[src/rtl/serial_adder_pkg.sv]
// serial_adder_pkg: shared types and constants for the bit-serial adder.
//   state_e       : controller state encoding (IDLE / RUN / DONE), 2 bits
//   DEFAULT_WIDTH : default operand/result width
package serial_adder_pkg;

    localparam int DEFAULT_WIDTH = 8;

    typedef enum logic [1:0] {
        IDLE = 2'd0,
        RUN  = 2'd1,
        DONE = 2'd2
    } state_e;

endpackage

[src/rtl/full_adder_gatelevel_module.sv]
// full_adder_gatelevel_module: 1-bit full adder built from gate primitives.
//   a, b, cin : input bits
//   sum       : a ^ b ^ cin
//   cout      : majority(a, b, cin)
module full_adder_gatelevel_module (
    input  logic a,
    input  logic b,
    input  logic cin,
    output logic sum,
    output logic cout
);

    wire p;   // propagate
    wire g;   // generate
    wire pc;  // propagate AND carry-in

    xor u_x0 (p, a, b);
    xor u_x1 (sum, p, cin);
    and u_a0 (g, a, b);
    and u_a1 (pc, p, cin);
    or  u_o0 (cout, g, pc);

endmodule

[src/rtl/serial_adder_ctrl.sv]
// serial_adder_ctrl: bit-serial WIDTH-bit adder that time-multiplexes one
// gate-level full-adder cell, one bit pair per clock, LSB first.
//   clk, rst_n : clock, asynchronous active-low reset
//   start      : request, accepted when not busy (IDLE or DONE)
//   a, b, cin  : operands and carry-in, captured on acceptance
//   busy       : high while the serial addition runs
//   done       : one-cycle pulse, sum/cout valid
//   sum, cout  : registered result, held until the next completion
//   ovf        : signed overflow, only when SERIAL_ADDER_OVF_EN is defined
// Optional feature macro: SERIAL_ADDER_OVF_EN (adds the ovf port and flop).
module serial_adder_ctrl
    import serial_adder_pkg::*;
#(
    parameter int WIDTH = DEFAULT_WIDTH
) (
    input  logic             clk,
    input  logic             rst_n,
    input  logic             start,
    input  logic [WIDTH-1:0] a,
    input  logic [WIDTH-1:0] b,
    input  logic             cin,
    output logic             busy,
    output logic             done,
    output logic [WIDTH-1:0] sum,
`ifdef SERIAL_ADDER_OVF_EN
    output logic             ovf,
`endif
    output logic             cout
);

    localparam int CW = $clog2(WIDTH + 1);
    localparam logic [CW-1:0] LAST_BIT = CW'(WIDTH - 1);

    state_e           state_q, state_d;
    logic [WIDTH-1:0] a_sr_q, a_sr_d;
    logic [WIDTH-1:0] b_sr_q, b_sr_d;
    logic [WIDTH-1:0] res_sr_q, res_sr_d;
    logic             carry_q, carry_d;
    logic [CW-1:0]    cnt_q, cnt_d;
    logic [WIDTH-1:0] sum_q, sum_d;
    logic             cout_q, cout_d;
`ifdef SERIAL_ADDER_OVF_EN
    logic             ovf_q, ovf_d;
`endif

    logic             fa_s;
    logic             fa_co;
    logic             accept;
    logic             last;
    logic [WIDTH-1:0] res_shift;

    full_adder_gatelevel_module u_fa (
        .a    (a_sr_q[0]),
        .b    (b_sr_q[0]),
        .cin  (carry_q),
        .sum  (fa_s),
        .cout (fa_co)
    );

    // Start is only honoured outside RUN; in DONE it chains straight into RUN.
    assign accept = start && (state_q != RUN);
    assign last   = (state_q == RUN) && (cnt_q == LAST_BIT);

    // Result register fills from the MSB so the LSB-first bits land in place.
    generate
        if (WIDTH == 1) begin : g_res_w1
            assign res_shift = fa_s;
        end else begin : g_res_wn
            assign res_shift = {fa_s, res_sr_q[WIDTH-1:1]};
        end
    endgenerate

    // State register
    always_ff @(posedge clk or negedge rst_n) begin
        if (!rst_n) state_q <= IDLE;
        else        state_q <= state_d;
    end

    // Next-state logic
    always_comb begin
        state_d = state_q;
        case (state_q)
            IDLE:    if (start) state_d = RUN;
            RUN:     if (last)  state_d = DONE;
            DONE:    state_d = start ? RUN : IDLE;
            default: state_d = IDLE;
        endcase
    end

    // Output decode (from registered state only)
    always_comb begin
        busy = (state_q == RUN);
        done = (state_q == DONE);
    end

    // Datapath next-state
    always_comb begin
        a_sr_d   = a_sr_q;
        b_sr_d   = b_sr_q;
        res_sr_d = res_sr_q;
        carry_d  = carry_q;
        cnt_d    = cnt_q;
        sum_d    = sum_q;
        cout_d   = cout_q;
`ifdef SERIAL_ADDER_OVF_EN
        ovf_d    = ovf_q;
`endif
        if (accept) begin
            a_sr_d  = a;
            b_sr_d  = b;
            carry_d = cin;
            cnt_d   = '0;
        end else if (state_q == RUN) begin
            a_sr_d   = a_sr_q >> 1;
            b_sr_d   = b_sr_q >> 1;
            res_sr_d = res_shift;
            carry_d  = fa_co;
            cnt_d    = cnt_q + CW'(1);
            if (last) begin
                sum_d  = res_shift;
                cout_d = fa_co;
`ifdef SERIAL_ADDER_OVF_EN
                // carry_q here is the carry into the MSB.
                ovf_d  = carry_q ^ fa_co;
`endif
            end
        end
    end

    always_ff @(posedge clk or negedge rst_n) begin
        if (!rst_n) begin
            a_sr_q   <= '0;
            b_sr_q   <= '0;
            res_sr_q <= '0;
            carry_q  <= 1'b0;
            cnt_q    <= '0;
            sum_q    <= '0;
            cout_q   <= 1'b0;
`ifdef SERIAL_ADDER_OVF_EN
            ovf_q    <= 1'b0;
`endif
        end else begin
            a_sr_q   <= a_sr_d;
            b_sr_q   <= b_sr_d;
            res_sr_q <= res_sr_d;
            carry_q  <= carry_d;
            cnt_q    <= cnt_d;
            sum_q    <= sum_d;
            cout_q   <= cout_d;
`ifdef SERIAL_ADDER_OVF_EN
            ovf_q    <= ovf_d;
`endif
        end
    end

    assign sum  = sum_q;
    assign cout = cout_q;
`ifdef SERIAL_ADDER_OVF_EN
    assign ovf  = ovf_q;
`endif

endmodule
[config.mk]
export PLATFORM = sky130hd
export DESIGN_NAME = serial_adder_ctrl
export DESIGN_NICKNAME = d
export VERILOG_FILES = /design/src/rtl/serial_adder_pkg.sv /design/src/rtl/full_adder_gatelevel_module.sv /design/src/rtl/serial_adder_ctrl.sv
export SDC_FILE = /design/constraint.sdc
export NUM_CORES = 1
export LEC_CHECK = 0
export CAP_MARGIN = 40
export CORE_MARGIN = 1.5
export CORE_UTILIZATION = 55
export CTS_CLUSTER_DIAMETER = 120
export CTS_CLUSTER_SIZE = 25
export DETAILED_ROUTE_END_ITERATION = 8
export PLACE_DENSITY = 0.84
export SLEW_MARGIN = 15
export SYNTH_ARGS = -nofsm -noshare
export SYNTH_HDL_FRONTEND = slang
export SYNTH_SLANG_ARGS = --single-unit
[constraint.sdc]
create_clock -name clk -period 2.1 [get_ports clk]
set_input_delay 0.42 -clock clk [delete_from_list [all_inputs] [get_ports clk]]
set_output_delay 0.42 -clock clk [all_outputs]
set_load 0.02 [all_outputs]
Word-level counts from Yosys, hierarchy flattened
Cells that the tools add are included.

Output and inout bits: 11. Bits in registers: 40. Input port bits: 20.

Reduce and logical (&&, ||, !) cells: 7. Bitwise gates (word level): 6. Eq/ne operators: 6. Add/sub/neg operators: 1. Mux-type cells: 12.

Operator list (count): $mux 8 (4); $mux 4 (2); $pmux 2 s3 (1); $add 4x1->4 const B (1); $eq 4x3->1 const B (1); $mux 2 (2); $ne 2x1->1 const B (2); $reduce_and 2->1 (2); $mux 1 (3); $reduce_and 3->1 (1); $and 1x1->1 (2); $eq 2x1->1 const B (1); $eq 2x2->1 const B (1); $logic_and 1x1->1 (2); $logic_not 2->1 (1); $ne 2x2->1 const B (1); $reduce_bool 2->1 (1); $xor 1x1->1 (2); $not 1->1 (1); $or 1x1->1 (1).

Longest topological paths before layout
Gate-level depths: netlist of run 1.

Word-level depth: 5. Depth in mapped cells: 5.

Cells and area by module
Synthesis of run 1 repeated with hierarchy kept, for this count alone.

Cell total of the unflattened synthesis: 147. Area, all modules: 1659.1 µm².

Modules (own cells, without submodules): serial_adder_ctrl (area each 1639.1 µm², times used 1, seq. area each 975.9 µm², cells an instance 146); full_adder_gatelevel_module (area each 20.0 µm², times used 1, seq. area each 0.0 µm², cells an instance 1).

Worst setup path before layout of run 1
No wires, ideal clock.

Kind: register to output. Start point: reg state_q[1]. End point: out busy. Slack: 667 ps. Arrival time: 1013 ps. Cell stages (with the launch flop): 4. Path buffers: 1. Cells stage by stage: dfrtp_1 nand2b_4 clkinv_1 clkbuf_1.

Cells in the longest elaborated chain, start to end: 1.

Ends and longest elaborated chain: start, declared (line serial_adder_ctrl.sv:34) `state_e state_q, state_d;`; start signal, assigned (line serial_adder_ctrl.sv:76) `else state_q <= state_d;`; $eq 2x1->1 (line serial_adder_ctrl.sv:92) `busy = (state_q == RUN);`; end, declared (line serial_adder_ctrl.sv:22) `output logic busy,`.

No other way between the ends.

Final worst setup path of run 1
Start point: reg state_q[0]. End point: out done.

Cells in the longest elaborated chain, start to end: 1.

Ends and longest elaborated chain: $eq 2x2->1 (line serial_adder_ctrl.sv:93) `done = (state_q == DONE);`; end, declared (line serial_adder_ctrl.sv:23) `output logic done,`.

No other way between the ends.

==> metrics, run 1 <==
Power Density=1300 mW/mm^2; logic gate share of total power=39.0%; top cells by area, synth=dfrtp_1 (59%), mux2i_1 (11%), nand2_1 (9.0%), mux2_2 (6.8%), o21ai_0 (6.0%); row count=19; Post-synth top flop=dfrtp_1; share of cells above drive strength 1=12.6%; Cells after Synth=147; setup TNS=0 ns; final hold viol count=0; Max Clock Skew=0.0180 ns; clk_lat worst skew=0.35 ns; Sw Pwr=1.00 mW; CTS tree=done; post-synth top area cell=dfrtp_1; sequential cell area fraction in the yosys report=58.8%; period utilisation layout=94.9%; Setup crit start=state_q[0]; sw frac=37.2%; Die Footprint=0.00335 sq mm; Final nets=203; Post-synth top cells=nand2_1 (40), dfrtp_1 (39), o21ai_0 (20); RSZ-0062 raised after global routing=false; initial antenna violation count=0; crit path max fanout=3; R2R Path Start=cnt_q[0]; crit start category=flip-flop; Int Pwr=1.69 mW; Inserted Diodes=0; die width=57.9 microns; RePlAce Congestion=0.739; R2R Setup Slk=0.45 ns; CP peak stage delay=0.59 ns; worst setup margin=0.107 ns; antenna-violating nets left=0; CTS Buf Count=5; WP buf/inv=1; Root Driver=clkbuf_4; critical path depth=2; most common cell in the netlist=nand2_1; die height=57.9 microns; worst slew pin tran=0.515 ns; Post-Syn Area=0.00166 sq mm; status=complete, no violations; Final Slew Violations=0; CTS Buffer Depth=2; clock network power share=13.7%; gr ovfl total=0; vias per cell=5.35; first-pass GRT wire length=4890 microns; HPWL after DPL=1960 microns; Mean Syn Cell Area=11.3 sq um; H-tree depth=2; Reg power frac=47.3%; relative slew slack=65.5%; number of DRC violations after detailed-routing iteration 0=43; Max VDD drop=0.861 mV; Area after DPL=0.00198 sq mm; io pins=31; P_leak=0.965 nW; number of distinct library cells after synthesis=18; Synth warnings=0; Final Setup Violations=0; final cell area excluding filler cells=0.00206 sq mm; drt drc=0; final hold slack=0.418 ns; core area=0.00281 sq mm; clk slew on worst S/H paths=0.12 ns; worst endpoint required time=1.68 ns; critical path type=reg -> out; CTS sink cnt=39; pre-CTS setup slack=0.416 ns; Fmax=502 MHz; crit path DAT=1.57 ns; R2R depth=4; Max Cap Violations=0; crit-path cells=and2b_1 -> clkdlybuf4s50_1; largest net degree at the start of global routing=44; Vias=1139; FFs w/ async S/R, synth=100%; Critical Path Sink Type=primary output; average wire per standard cell=13.4 microns; Yosys top cell area share=58.8%; Synthesized Nets=169; crit path to=done; Initial Util=59.1%; HP Class=in -> async; post-synthesis register bit count=39; worst reg2reg endpoint=sum[3]; vias in the first global route=1148; aggregate global-route resource usage=19.7%; IO Port Bufs=30; DR pass1 iterations=6; Period minus WS final=1.99 ns; area delta synth->final=24.4%; post-route core utilization=73.6%; Post-Route WL=2850 microns; Post-synth EDFFs=0; crit-path leading delay family=buffers and inverters; CP max stage cell=clkdlybuf4s50_1
==> kinds of logic after synthesis <==
| kind of cell | after synthesis | synth area share [%] |
|---|---|---|
| compound gates | 20 | 6.03 |
| xor+xnor | 1 | 0.528 |
| fa+ha+maj | 2 | 1.96 |
| buf+inv | 9 | 2.34 |
| flops | 39 | 58.8 |
| mux | 28 | 17.6 |
| simple gates | 48 | 12.7 |
==> final cells by class <==
| class | instances | area, sq um |
|---|---|---|
| Sequential cell | 39 | 976 |
| Fill cell | 208 | 742 |
| Multi-Input combinational cell | 99 | 644 |
| Timing Repair Buffer | 34 | 343 |
| Clock buffer | 6 | 41.3 |
| Tap cell | 31 | 38.8 |
| Clock inverter | 2 | 12.5 |
| Inverter | 2 | 7.51 |
==> per-stage QoR <==
step,power [mW],instances
after floorplan,1.94,147
after global placement,2.28,203
after detailed placement,2.35,203
after CTS,2.72,211
after global routing,2.89,213
final,2.69,213
==> sequential cells by signal, indices dropped and copies added (netlist names) <==
| name | flops |
|---|---|
| b_sr_q | 8 |
| cnt_q | 4 |
| sum | 8 |
| a_sr_q | 8 |
| carry_q | 1 |
| state_q | 2 |
| cout | 1 |
| res_sr_q | 7 |
==> per-layer routing <==
metal	vias to the layer above	global-route usage [%]	wire [microns]
met1	555	23.9	1270
met4	0	8.97	44
met5	-	0	0
met2	17	33.4	1460
li1	560	-	-
met3	7	4.69	82
==> how the worst min path moves through the flow <==
stage | startpoint | to | slack, ns | cells after the start
floorplan | rst_n | a_sr_q[0] | 0.12 | 0
global placement | res_sr_q[1] | res_sr_q[1] | 0.46 | 2
detailed placement | res_sr_q[1] | res_sr_q[1] | 0.47 | 2
CTS | rst_n | state_q[1] | 0.19 | 1
global route | rst_n | a_sr_q[7] | 0.42 | 2
finish | rst_n | a_sr_q[5] | 0.42 | 2
==> placed cells by master (no fill, tap or decap), types with 2 or more instances in the layout <==
master,n
dfrtp_1,39
mux2i_1,18
o21ai_0,20
clkbuf_4,5
buf_4,2
nand3_1,3
mux2_2,10
nand2_1,40
nor2_1,2
clkdlybuf4s50_1,28
==> power groups by stage <==
stage / registers [mW] / clock network (mW) / logic (mW)
6_report: 1.27 / 0.368 / 1.05
5_1_grt: 1.31 / 0.404 / 1.18
2_1_floorplan: 1.35 / 0 / 0.594
3_3_place_gp: 1.27 / 0 / 1.02
4_1_cts: 1.27 / 0.379 / 1.06
3_5_place_dp: 1.29 / 0 / 1.06
==> timing repair <==
action                     CTS  global route
hold buffers                 0             1
hold endpoints to repair     0             4
setup endpoints to repair    0             1
gates resized for setup      0             1
buffers inserted             0             0
Power figures use the tool's default switching activity.
==> inputs of run 2 (changes only) <==
- CORE_UTILIZATION: 55 -> 50
- PLACE_DENSITY: 0.84 -> 0.77
==> metrics, run 2 (synthesis results as in run 1) <==
status=complete, no violations; WP buf/inv=1 (unchanged); Inserted Diodes=0 (unchanged); period utilisation layout=95.5% (+0.55 points); crit path max fanout=3 (unchanged); crit path DAT=1.58 ns (about the same); final hold viol count=0 (unchanged); Fmax=499 MHz (-0.58%); Critical Path Sink Type=primary output; Die Footprint=0.00367 sq mm (+9.5%); io pins=31 (unchanged); CTS Buf Count=5 (unchanged); CP max stage cell=clkdlybuf4s50_1; pre-CTS setup slack=0.433 ns (+0.0164 ns); HP Class=in -> async; average wire per standard cell=13.1 microns (-2.4%); initial antenna violation count=0 (unchanged); Final Setup Violations=0 (unchanged); Max Clock Skew=0.0232 ns (+0.00518 ns); Root Driver=clkbuf_4; H-tree depth=2 (unchanged); Period minus WS final=2.00 ns (+0.0116 ns); # fillers=269 (+29%); Final Non-Filler Cells=226 (+6.1%); crit-path leading delay family=buffers and inverters; Placed Cells=216 (+6.4%); clk slew on worst S/H paths=0.13 ns (about the same); aggregate global-route resource usage=19.0% (-0.74 points); Max VDD drop=0.569 mV (-34%); share of cells above drive strength 1=13.2% (+0.55 points); worst endpoint required time=1.68 ns (about the same); clk_lat worst skew=0.36 ns (about the same); drt drc=0 (unchanged); critical path type=reg -> out; P_leak=0.975 nW (+0.96%); total power=2.76 mW (+2.6%); setup TNS=0 ns (unchanged); worst slew pin tran=0.521 ns (+0.00574 ns); Max Cap Violations=0 (unchanged); post-route core utilization=67.6% (-5.9 points); Post-Route WL=2960 microns (+3.6%); gr ovfl total=0 (unchanged); area delta synth->final=26.5%; final cell area excluding filler cells=0.00210 sq mm (+1.7%); IO Port Bufs=30 (unchanged); RSZ-0062 raised after global routing=false; final hold slack=0.411 ns (-0.00680 ns); first-pass GRT wire length=4940 microns (+1.1%); row count=20 (+1); DR pass1 iterations=4 (-2); largest net degree at the start of global routing=44 (unchanged); Power Density=1310 mW/mm^2 (+0.92%); vias in the first global route=1147 (-0.087%); antenna-violating nets left=0 (unchanged); commonest non-fill, non-tap cell in the layout=nand2_1; Final Slew Violations=0 (unchanged); worst setup margin=0.0954 ns (-0.0116 ns); Initial Util=53.5% (-5.7 points); commonest cells after routing, fill and taps aside=nand2_1 (40), dfrtp_1 (39), clkdlybuf4s50_1 (28); number of DRC violations after detailed-routing iteration 0=57 (+33%); Area after DPL=0.00199 sq mm (+0.82%); crit start category=flip-flop; Final nets=203 (unchanged); CP peak stage delay=0.59 ns (about the same); die width=60.6 microns (+4.6%); HPWL after DPL=1900 microns (-3.0%); CTS sink cnt=39 (unchanged); CTS Buffer Depth=2 (unchanged); relative slew slack=65.2% (-0.38 points); setup bufs post-CTS=0 (unchanged); vias per cell=5.05 (-5.5%); CTS tree=done; core area=0.00310 sq mm (+11%); die height=60.6 microns (+4.6%); Vias=1142 (+0.26%); crit-path cells=and2b_1 -> clkdlybuf4s50_1; RePlAce Congestion=0.697 (-5.6%)
run 2: changes by cell type in the layout (fill, tap and decap cells not counted):
| cell | previous run | this run |
|---|---|---|
| clkbuf_8 | 0 | 2 |
| clkbuf_1 | 1 | 0 |
| clkinv_2 | 1 | 0 |
run 2: timing repair:
action	4_1_cts	5_1_grt
endpoints found under the setup margin	0	1
hold endpoints to repair	0	3
hold buffers	0	1
resized for setup	0	1
run 2: path summary, 6_finish.rpt:
| path | start | end | slack (ns) | cells past startpoint |
|---|---|---|---|---|
| worst max register to register | cnt_q[0] | cout | 0.43 | 4 |
| worst min-delay path | rst_n | a_sr_q[3] | 0.41 | 2 |
| worst min register to register | b_sr_q[1] | b_sr_q[0] | 0.48 | 2 |
| max in group asynchronous | rst_n | b_sr_q[2] | 1.28 | 3 |
| min in group clk | b_sr_q[1] | b_sr_q[0] | 0.48 | 2 |
| worst max-delay path | state_q[0] | done | 0.1 | 2 |
run 2: final cells by class:
class	count	area, sq um	area share, %
flip-flops and latches	39	976	46.5
multi-input cells	99	644	30.7
repair buffers	34	343	16.3
clock buffers	7	65.1	3.10
well taps	44	55.1	2.62
clock inverters	1	7.51	0.358
inverters	2	7.51	0.358
run 2: worst register-to-register path, stage by stage (launching register included):
cell	delay (ns)
dfrtp_1	0.41
ha_1	0.20
nand2_1	0.12
nor3_4	0.43
mux2_2	0.40
run 2: per-layer routing:
| layer | routed length [microns] | up-vias | global-route usage (%) | share of wire (%) |
|---|---|---|---|---|
| met4 | 76 | 0 | 12.1 | 2.6 |
| li1 | - | 561 | - | - |
| met3 | 119 | 7 | 4.48 | 4.0 |
| met5 | 0 | - | 0 | 0 |
| met2 | 1460 | 18 | 30.4 | 49 |
| met1 | 1300 | 556 | 23.0 | 44 |
run 2: power breakdown:
part | leakage (nW) | switching [mW] | total, mW | internal [mW]
clock network | 0.0375 | 0.245 | 0.441 | 0.196
registers | 0.489 | 0.195 | 1.26 | 1.07
logic | 0.449 | 0.565 | 1.05 | 0.488
==> inputs of run 3 (changes only) <==
- CTS_BUF_LIST: unset -> sky130_fd_sc_hd__clkbuf_8
==> metrics, run 3 (synthesis results as in run 1) <==
Initial Util=53.5% (unchanged); clock network power share=19.0% (+3.0 points); Int Pwr=1.86 mW (+6.1%); critical path type=reg -> out; DR pass1 iterations=4 (unchanged); area delta synth->final=28.2%; first-pass GRT wire length=4860 microns (-1.7%); Final Setup Violations=0 (unchanged); commonest non-fill, non-tap cell in the layout=nand2_1; Sw Pwr=1.01 mW (+0.31%); R2R Setup Slk=0.45 ns (+0.02 ns); die width=60.6 microns (unchanged); total power=2.87 mW (+4.0%); Period minus WS final=1.97 ns (-0.0346 ns); number of DRC violations after detailed-routing iteration 0=42 (-26%); worst reg2reg endpoint=cout; FF+latch area=976 sq um (unchanged); commonest cells after routing, fill and taps aside=nand2_1 (40), dfrtp_1 (39), clkdlybuf4s50_1 (29); Max Clock Skew=0.0102 ns (-0.0129 ns); Vias=1145 (+0.26%); vias per cell=5.07 (+0.26%); crit path DAT=1.55 ns (-0.03 ns); gr ovfl total=0 (unchanged); Critical Path Sink Type=primary output; Die Footprint=0.00367 sq mm (unchanged); HP Class=reg -> reg; aggregate global-route resource usage=17.9% (-1.1 points); CTS Buffer Depth=2 (unchanged); Max VDD drop=0.562 mV (-1.3%); relative slew slack=65.2% (about the same); CTS sink cnt=39 (unchanged); CTS tree=done; largest net degree at the start of global routing=44 (unchanged); Power Density=1350 mW/mm^2 (+2.6%); R2R Path Start=cnt_q[0]; R2R depth=4 (unchanged); HPWL after DPL=1900 microns (unchanged); IO Port Bufs=30 (unchanged); die height=60.6 microns (unchanged); initial antenna violation count=0 (unchanged); min-delay src=b_sr_q[1]; status=complete, no violations; drt drc=0 (unchanged); sw frac=35.1% (-1.3 points); H-tree depth=2 (unchanged); setup bufs post-CTS=0 (unchanged); Setup crit start=state_q[1]; final hold viol count=0 (unchanged); average wire per standard cell=12.8 microns (-2.5%); RePlAce Congestion=0.697 (unchanged); worst slew pin tran=0.520 ns (-0.000823 ns); crit path max fanout=14 (+11); Inserted Diodes=0 (unchanged); setup TNS=0 ns (unchanged); Final Non-Filler Cells=226 (unchanged); row count=20 (unchanged); Final Slew Violations=0 (unchanged); Post-Route WL=2880 microns (-2.5%); antenna-violating nets left=0 (unchanged); Root Driver=clkbuf_8; CTS-repair resized insts=0 (unchanged); crit path to=busy; Max Cap Violations=0 (unchanged); share of cells above drive strength 1=13.2% (unchanged); worst endpoint required time=1.68 ns (about the same); RSZ-0062 raised after global routing=false; core area=0.00310 sq mm (unchanged); period utilisation layout=93.8% (-1.6 points); clk_lat worst skew=0.28 ns (-0.08 ns); Placed Cells=216 (unchanged); clk slew on worst S/H paths=0.08 ns (-0.05 ns); # fillers=265 (-1.5%); area of the multi-input gates=644 sq um (unchanged); io pins=31 (unchanged); final hold slack=0.482 ns (+0.0704 ns); vias in the first global route=1132 (-1.3%); Fmax=508 MHz (+1.8%); crit start category=flip-flop; CTS Buf Count=5 (unchanged); Reg power frac=44.2% (-1.6 points); logic gate share of total power=36.8% (-1.4 points); P_leak=0.982 nW (+0.77%); Final nets=203 (unchanged)
==> run 3: cell types whose count changed in the layout (fill, tap and decap cells not counted), sizes merged <==
cell	previous run	this run
clkdlybuf4s50	28	29
dlymetal6s2s	1	0
==> run 3: worst min-delay path by stage <==
stage | end | slack (ns) | cells past startpoint
floorplan | a_sr_q[0] | 0.12 | 0
global placement | res_sr_q[1] | 0.46 | 2
detailed placement | res_sr_q[1] | 0.47 | 2
CTS | state_q[0] | 0.27 | 1
global route | a_sr_q[3] | 0.51 | 2
finish | b_sr_q[0] | 0.48 | 2
==> run 3: area by class of cell <==
cell class                      count  area share, %
Sequential cell                    39           45.9
Multi-Input combinational cell     99           30.3
Timing Repair Buffer               34           16.0
Clock buffer                        7           4.53
Tap cell                           44           2.59
Clock inverter                      1          0.353
Inverter                            2          0.353
==> run 3: repair_timing <==
item | 4_1_cts | 5_1_grt
hold buffers | 0 | 1
setup endpoints to repair | 0 | 0
endpoints found under the hold margin | 0 | 3
==> run 3: metrics by stage <==
step	setup WS [ns]	cell area, sq um	utilization [%]
2_1_floorplan	0.667	1660	-
3_3_place_gp	0.442	1990	64.2
3_5_place_dp	0.433	1990	64.2
4_1_cts	0.115	2100	67.6
5_1_grt	0.0655	2130	68.5
6_report	0.130	2130	68.5
==> run 3: power by group through the flow <==
| stage | Combinational, mW | Clock, mW | Sequential (mW) |
|---|---|---|---|
| CTS | 1.07 | 0.561 | 1.27 |
| finish | 1.06 | 0.544 | 1.27 |
| detailed placement | 1.06 | 0 | 1.28 |
| global route | 1.19 | 0.588 | 1.31 |
| floorplan | 0.594 | 0 | 1.35 |
| global placement | 1.02 | 0 | 1.27 |
==> run 3: layer usage <==
metal	track usage, %	share of wire (%)	up-vias
met3	3.84	4.0	2
met4	6.52	0.52	0
li1	-	-	557
met5	0	0	-
met2	30.1	52	23
met1	22.8	44	563
==> run 3: critical path: stages, from the launching register on <==
cell	delay (ns)
dfrtp_1	0.37
nand2b_4	0.22
clkinv_1	0.08
clkdlybuf4s50_1	0.59
==> patch 1, RTL diff (config.mk and constraints of run 2) <==
Encoding of `state_e`: now one-hot (3 bits for 3 states).
--- a/src/rtl/serial_adder_pkg.sv
+++ b/src/rtl/serial_adder_pkg.sv
@@ -5,10 +5,10 @@
 
     localparam int DEFAULT_WIDTH = 8;
 
-    typedef enum logic [1:0] {
-        IDLE = 2'd0,
-        RUN  = 2'd1,
-        DONE = 2'd2
+    typedef enum logic [2:0] {
+        IDLE = 3'b001,
+        RUN  = 3'b010,
+        DONE = 3'b100
     } state_e;
 
 endpackage
Function: same outputs for any inputs over 10 cycles, from zero or initial values and one cycle with rst_n low; not proved beyond that.
==> patch 1 against run 2 <==
  * Synthesized area increased by 3.2%
  * Routed wire length increased by 3.4%
  * Fmax increased by 0.42%
  * Setup slack improved by 0.0085 ns
  * Cell area increased by 1.0%
  * Sequential cell count increased by 1
  * Register-to-register slack got worse by 0.12 ns
  * Die area increased by 3.1%
  * Non-clock buffer count unchanged
Power is not compared: it rests on default switching activity, and its combinational part moved more than twofold at a synthesized area within 25%.
==> patch 1: results (changes against run 2) <==
Outcome
  – Status: complete, no violations

Logic synthesis
  – FFs w/ async S/R, synth: 100.0% (unchanged)
  – Synth warnings: 0 (unchanged)
  – Synth cell types: 24 (+6)
  – Post-synth EDFFs: 0 (unchanged)
  – Top post-synthesis cells by count: 39 x dfrtp_1, 39 x nand2_1, 19 x o21ai_0
  – Syn nets: 173 (+2.4%)
  – Synth top area cells: dfrtp_1 57%, mux2i_1 11%, nand2_1 8.5%
  – Dominant synthesized flop cell: dfrtp_1
  – Sequential share of the synthesized area: 58.51% (-0.31 points)

Clocking
  – Root Driver: clkbuf_4
  – Htree depth: 2 (unchanged)
  – Clk slew on worst S/H paths: 0.12 ns
  – Num CTS Buffers: 5 (unchanged)
  – Clock Latency Late Sink: 0.34 ns (-0.02 ns)
  – Clock Tree Buf Depth: 2 (unchanged)

Timing
  – Slew headroom: 68.96% (+3.8 points)
  – Max Slew Vio Count: 0 (unchanged)
  – Final Hold Fails: 0 (unchanged)
  – Clock skew: 0.01076 ns (-0.01241 ns)

Route
  – DR iter-0 viols: 29 (-49%)
  – 1st-pass router iterations: 3 (-1)
  – Total number of vias: 1172 (+2.6%)
  – Drt total wl: 3058 µm (+3.4%)

GRT
  – First-pass GRT wire length: 5223 µm (+5.7%)
  – GRT Overall Usage: 19.11% (+0.12 points)
  – Initial antenna violation count: 0 (unchanged)
  – Number of global-route vias before repair: 1227 (+7.0%)
  – Largest net degree at the start of global routing: 44 (unchanged)

Worst setup path
  – Worst-path maximum fanout: 3 (unchanged)
  – Critical path data arrival time: 1.58 ns (about the same)

Final layout
  – Fill count: 302 (+12%)
  – Share of layout cells above drive strength 1: 11.89% (-1.3 points)
  – Nets: 206 (+1.5%)
  – Antenna diodes: 0 (unchanged)

Place
  – PortBufs: 30 (unchanged)
  – GPL Wtd Cong: 0.6939 (-0.50%)
  – Hpwl dp: 2094 µm (+10%)

Worst hold path
  – Hold Crit Class: in -> async

Pwr
  – Worst ir drop on vdd: ~0.00044 V
  – P_leak: 0.9637 nW
## patch 1: path summary, 6_finish.rpt
| path | slack [ns] | depth (start not counted) | start | end |
|---|---|---|---|---|
| min reg2reg | 0.49 | 2 | b_sr_q[1] | b_sr_q[0] |
| max | 0.10 | 3 | state_q[2] | busy |
| min | 0.02 | 2 | rst_n | b_sr_q[2] |
| max in group asynchronous | 1.82 | 2 | rst_n | state_q[0] |
| max reg2reg | 0.31 | 3 | state_q[2] | sum[2] |
| min in group clk | 0.49 | 2 | b_sr_q[1] | b_sr_q[0] |
## patch 1: power by group
part | internal, W | total [W] | leakage (nW) | switching, W
Clock | 0.000131 | 0.000362 | 0.0293 | 0.000231
Combinational | 0.000230 | 0.000510 | 0.437 | 0.000280
Sequential | 0.00102 | 0.00117 | 0.498 | 0.000156
## patch 1: what timing repair did
item,CTS,global route
gates resized for setup,1,1
endpoints found under the setup margin,1,1
setup buffers,0,0
## patch 1: logic make-up (layout without fill, tap and decap cells)
| kind of cell | Yosys count | count (layout) | synth area share (%) |
|---|---|---|---|
| fa+ha+maj | 2 | 2 | 1.899 |
| buf+inv | 9 | 43 | 2.483 |
| compound gates | 20 | 20 | 6.063 |
| mux | 27 | 27 | 16.44 |
| xor+xnor | 2 | 2 | 1.023 |
| flops | 40 | 40 | 58.51 |
| simple gates | 51 | 51 | 13.59 |
## patch 1: layer usage
| metal | global-route usage (%) | vias up | share of wire, % |
|---|---|---|---|
| met5 | 0 | - | 0 |
| met4 | 9.119 | 0 | 2.1 |
| met3 | 5.042 | 9 | 2.8 |
| met2 | 30.38 | 16 | 50 |
| met1 | 24.38 | 574 | 45 |
| li1 | - | 573 | - |
## patch 1: layout make-up
cell class                      instances  area (µm²)  share of cell area [%]
Tap cell                               46       57.56                   2.715
Clock buffer                            7       45.04                   2.125
Multi-Input combinational cell        102       668.1                   31.52
Timing Repair Buffer                   34       337.8                   15.94
Clock inverter                          1       5.005                  0.2361
Sequential cell                        40        1002                   47.28
Inverter                                1       3.754                  0.1771
## patch 1: worst max-delay path: stages (launching register included)
cell	delay [ns]
dfrtp_1	0.41
or3b_1	0.44
clkinv_1	0.09
clkdlybuf4s15_1	0.30
## patch 1: stage by stage
step                      hold WS, ns  cell area [µm²]  power, W  setup slack (ns)  std cells
after detailed placement       0.4029             2069  0.001710            0.1771        223
after global routing          0.01769             2120  0.002195          0.002897        231
after floorplan                0.1244             1713  0.001506            0.3160        151
after CTS                     0.02347             2118  0.002068           0.05497        231
final                         0.02053             2120  0.002045            0.1039        231
after global placement         0.4008             2069  0.001660            0.1690        223
==> patch 2, RTL diff (settings of run 2) <==
Without the edit above. The package constant `DEFAULT_WIDTH` goes from 8 to 32.
--- a/src/rtl/serial_adder_pkg.sv
+++ b/src/rtl/serial_adder_pkg.sv
@@ -3,7 +3,7 @@
 //   DEFAULT_WIDTH : default operand/result width
 package serial_adder_pkg;
 
-    localparam int DEFAULT_WIDTH = 8;
+    localparam int DEFAULT_WIDTH = 32;
 
     typedef enum logic [1:0] {
         IDLE = 2'd0,
Interface: changed (resized a, b and sum); port bits go from 31 to 103. No check against the original RTL was run, so the function may have changed too.
==> patch 2 against run 2 <==
  * First-iteration DRC count grew to 2.5 times the old value
  * Setup slack improved by 0.038 ns
  * Total power grew to 3.2 times the old value
  * Cell area grew to 3.6 times the old value
  * Sequential share of layout area shrank 1.4 points
  * Critical path type is now reg -> reg
  * Routed wire length rose to 3.9 times the old value
  * Synthesized area rose to 3.5 times the old value
  * Sequential cell count increased by 98
==> patch 2: results (changes against run 2) <==
GRT
  – GRT Overall Usage: 19.68% (+0.69 points)
  – Number of global-route vias before repair: 4078 (+260%)
  – Largest net degree at the start of global routing: 170 (+290%)
  – Met2 usage: 32.39% (+2.0 points)
  – First-pass GRT wire length: 19340 µm (+290%)
  – GRT met1 Usage: 23.80% (+0.75 points)

Pwr
  – P_leak: 3.669 nW (+280%)
  – Worst ir drop on vdd: 0.0007153 V (+26%)

Logic synthesis
  – Adder-cell area share of the yosys netlist: 0.5565% (-1.4 points)
  – Post-Synthesis Cells: 522 (+260%)
  – Post-synthesis xor/xnor area fraction: 0% (-0.53 points)
  – Sequential share of the synthesized area: 58.65% (-0.18 points)
  – Post-synthesis mux area share: 19.71% (+2.1 points)
  – Syn nets: 592 (+250%)
  – Synth Area in Compound Gates: 6.550% (+0.52 points)
  – Top post-synthesis cells by count: 163 x nand2_1, 137 x dfrtp_1, 67 x o21ai_0

Clocking
  – Htree depth: 4 (+2)
  – Clk slew on worst S/H paths: 0.05 ns (-0.08 ns)
  – # hold bufs at CTS: 1 (+1)
  – Clock Latency Late Sink: 0.41 ns (+0.05 ns)
  – PostCTS Resize Cnt: 1 (+1)
  – Num CTS Buffers: 17 (+12)

Place
  – Hpwl dp: 7465 µm (+290%)
  – Setup Slack @ Placement: 0.1796 ns (-0.2531 ns)
  – Area after DPL: 6995 µm² (+250%)
  – Inst Count DP: 742 (+240%)
  – GPL Wtd Cong: 0.7426 (+6.5%)

Outcome
  – Status: complete, no violations

Route
  – DR WL met2: 5577 µm (+280%)
  – DR iter-0 viols: 143 (+150%)
  – WL met3: 654 µm (+450%)
  – Metal-1 WL: 5037 µm (+290%)

Worst setup path
  – Max incr delay on CP: 0.48 ns (-0.11 ns)
  – Crit-path leading delay family: simple AND/OR/NAND/NOR gates
  – R2R cell count: 5 (+1)
  – Worst-path maximum fanout: 21 (+18)
  – Slowest CP cell: or3_2
  – Critical path data arrival time: 2.25 ns (+0.67 ns)

Timing
  – Slew headroom: 58.24% (-6.9 points)

Die
  – Placeable Area: 11420 µm² (+270%)

Final layout
  – Inverters: 3 (+1)
  – Fraction of area in multi-input gates: 29.46% (-1.2 points)
  – Seq/total area: 45.15% (-1.4 points)
  – Nets: 689 (+240%)
  – Non-clk buf share: 15.13% (-1.2 points)
  – Clk cell area share: 7.728% (+4.3 points)
  – Share of layout cells above drive strength 1: 11.89% (-1.3 points)
  – Count of multi-input combinational gates: 348 (+250%)
  – Fin util: 66.50% (-1.1 points)
==> patch 2: changes by cell type after synthesis, moves of 2 or more <==
cell,before,now
nand2b_1,0,2
nand2_1,40,163
dfrtp_1,39,137
mux2i_1,18,66
mux2_4,0,29
mux2_2,10,5
buf_2,1,4
clkbuf_1,5,25
a31oi_1,0,2
a41oi_1,0,2
buf_6,0,5
o21ai_0,20,67
==> patch 2: power breakdown <==
group	internal (W)	total [W]	switching, W
Sequential	0.00353	0.00413	0.000597
Clock	0.00191	0.00297	0.00105
Combinational	0.000836	0.00184	0.00100
==> patch 2: final timing paths <==
kind / slack, ns / endpoint / startpoint
min in group asynchronous: 0.49 / sum[9] / rst_n
hold reg to reg: 0.47 / res_sr_q[1] / res_sr_q[1]
setup / recovery: 0.13 / sum[10] / cnt_q[0]
max in group asynchronous: 1.01 / a_sr_q[10] / rst_n
setup reg to reg: 0.13 / sum[10] / cnt_q[0]
hold / removal: 0.47 / res_sr_q[1] / res_sr_q[1]
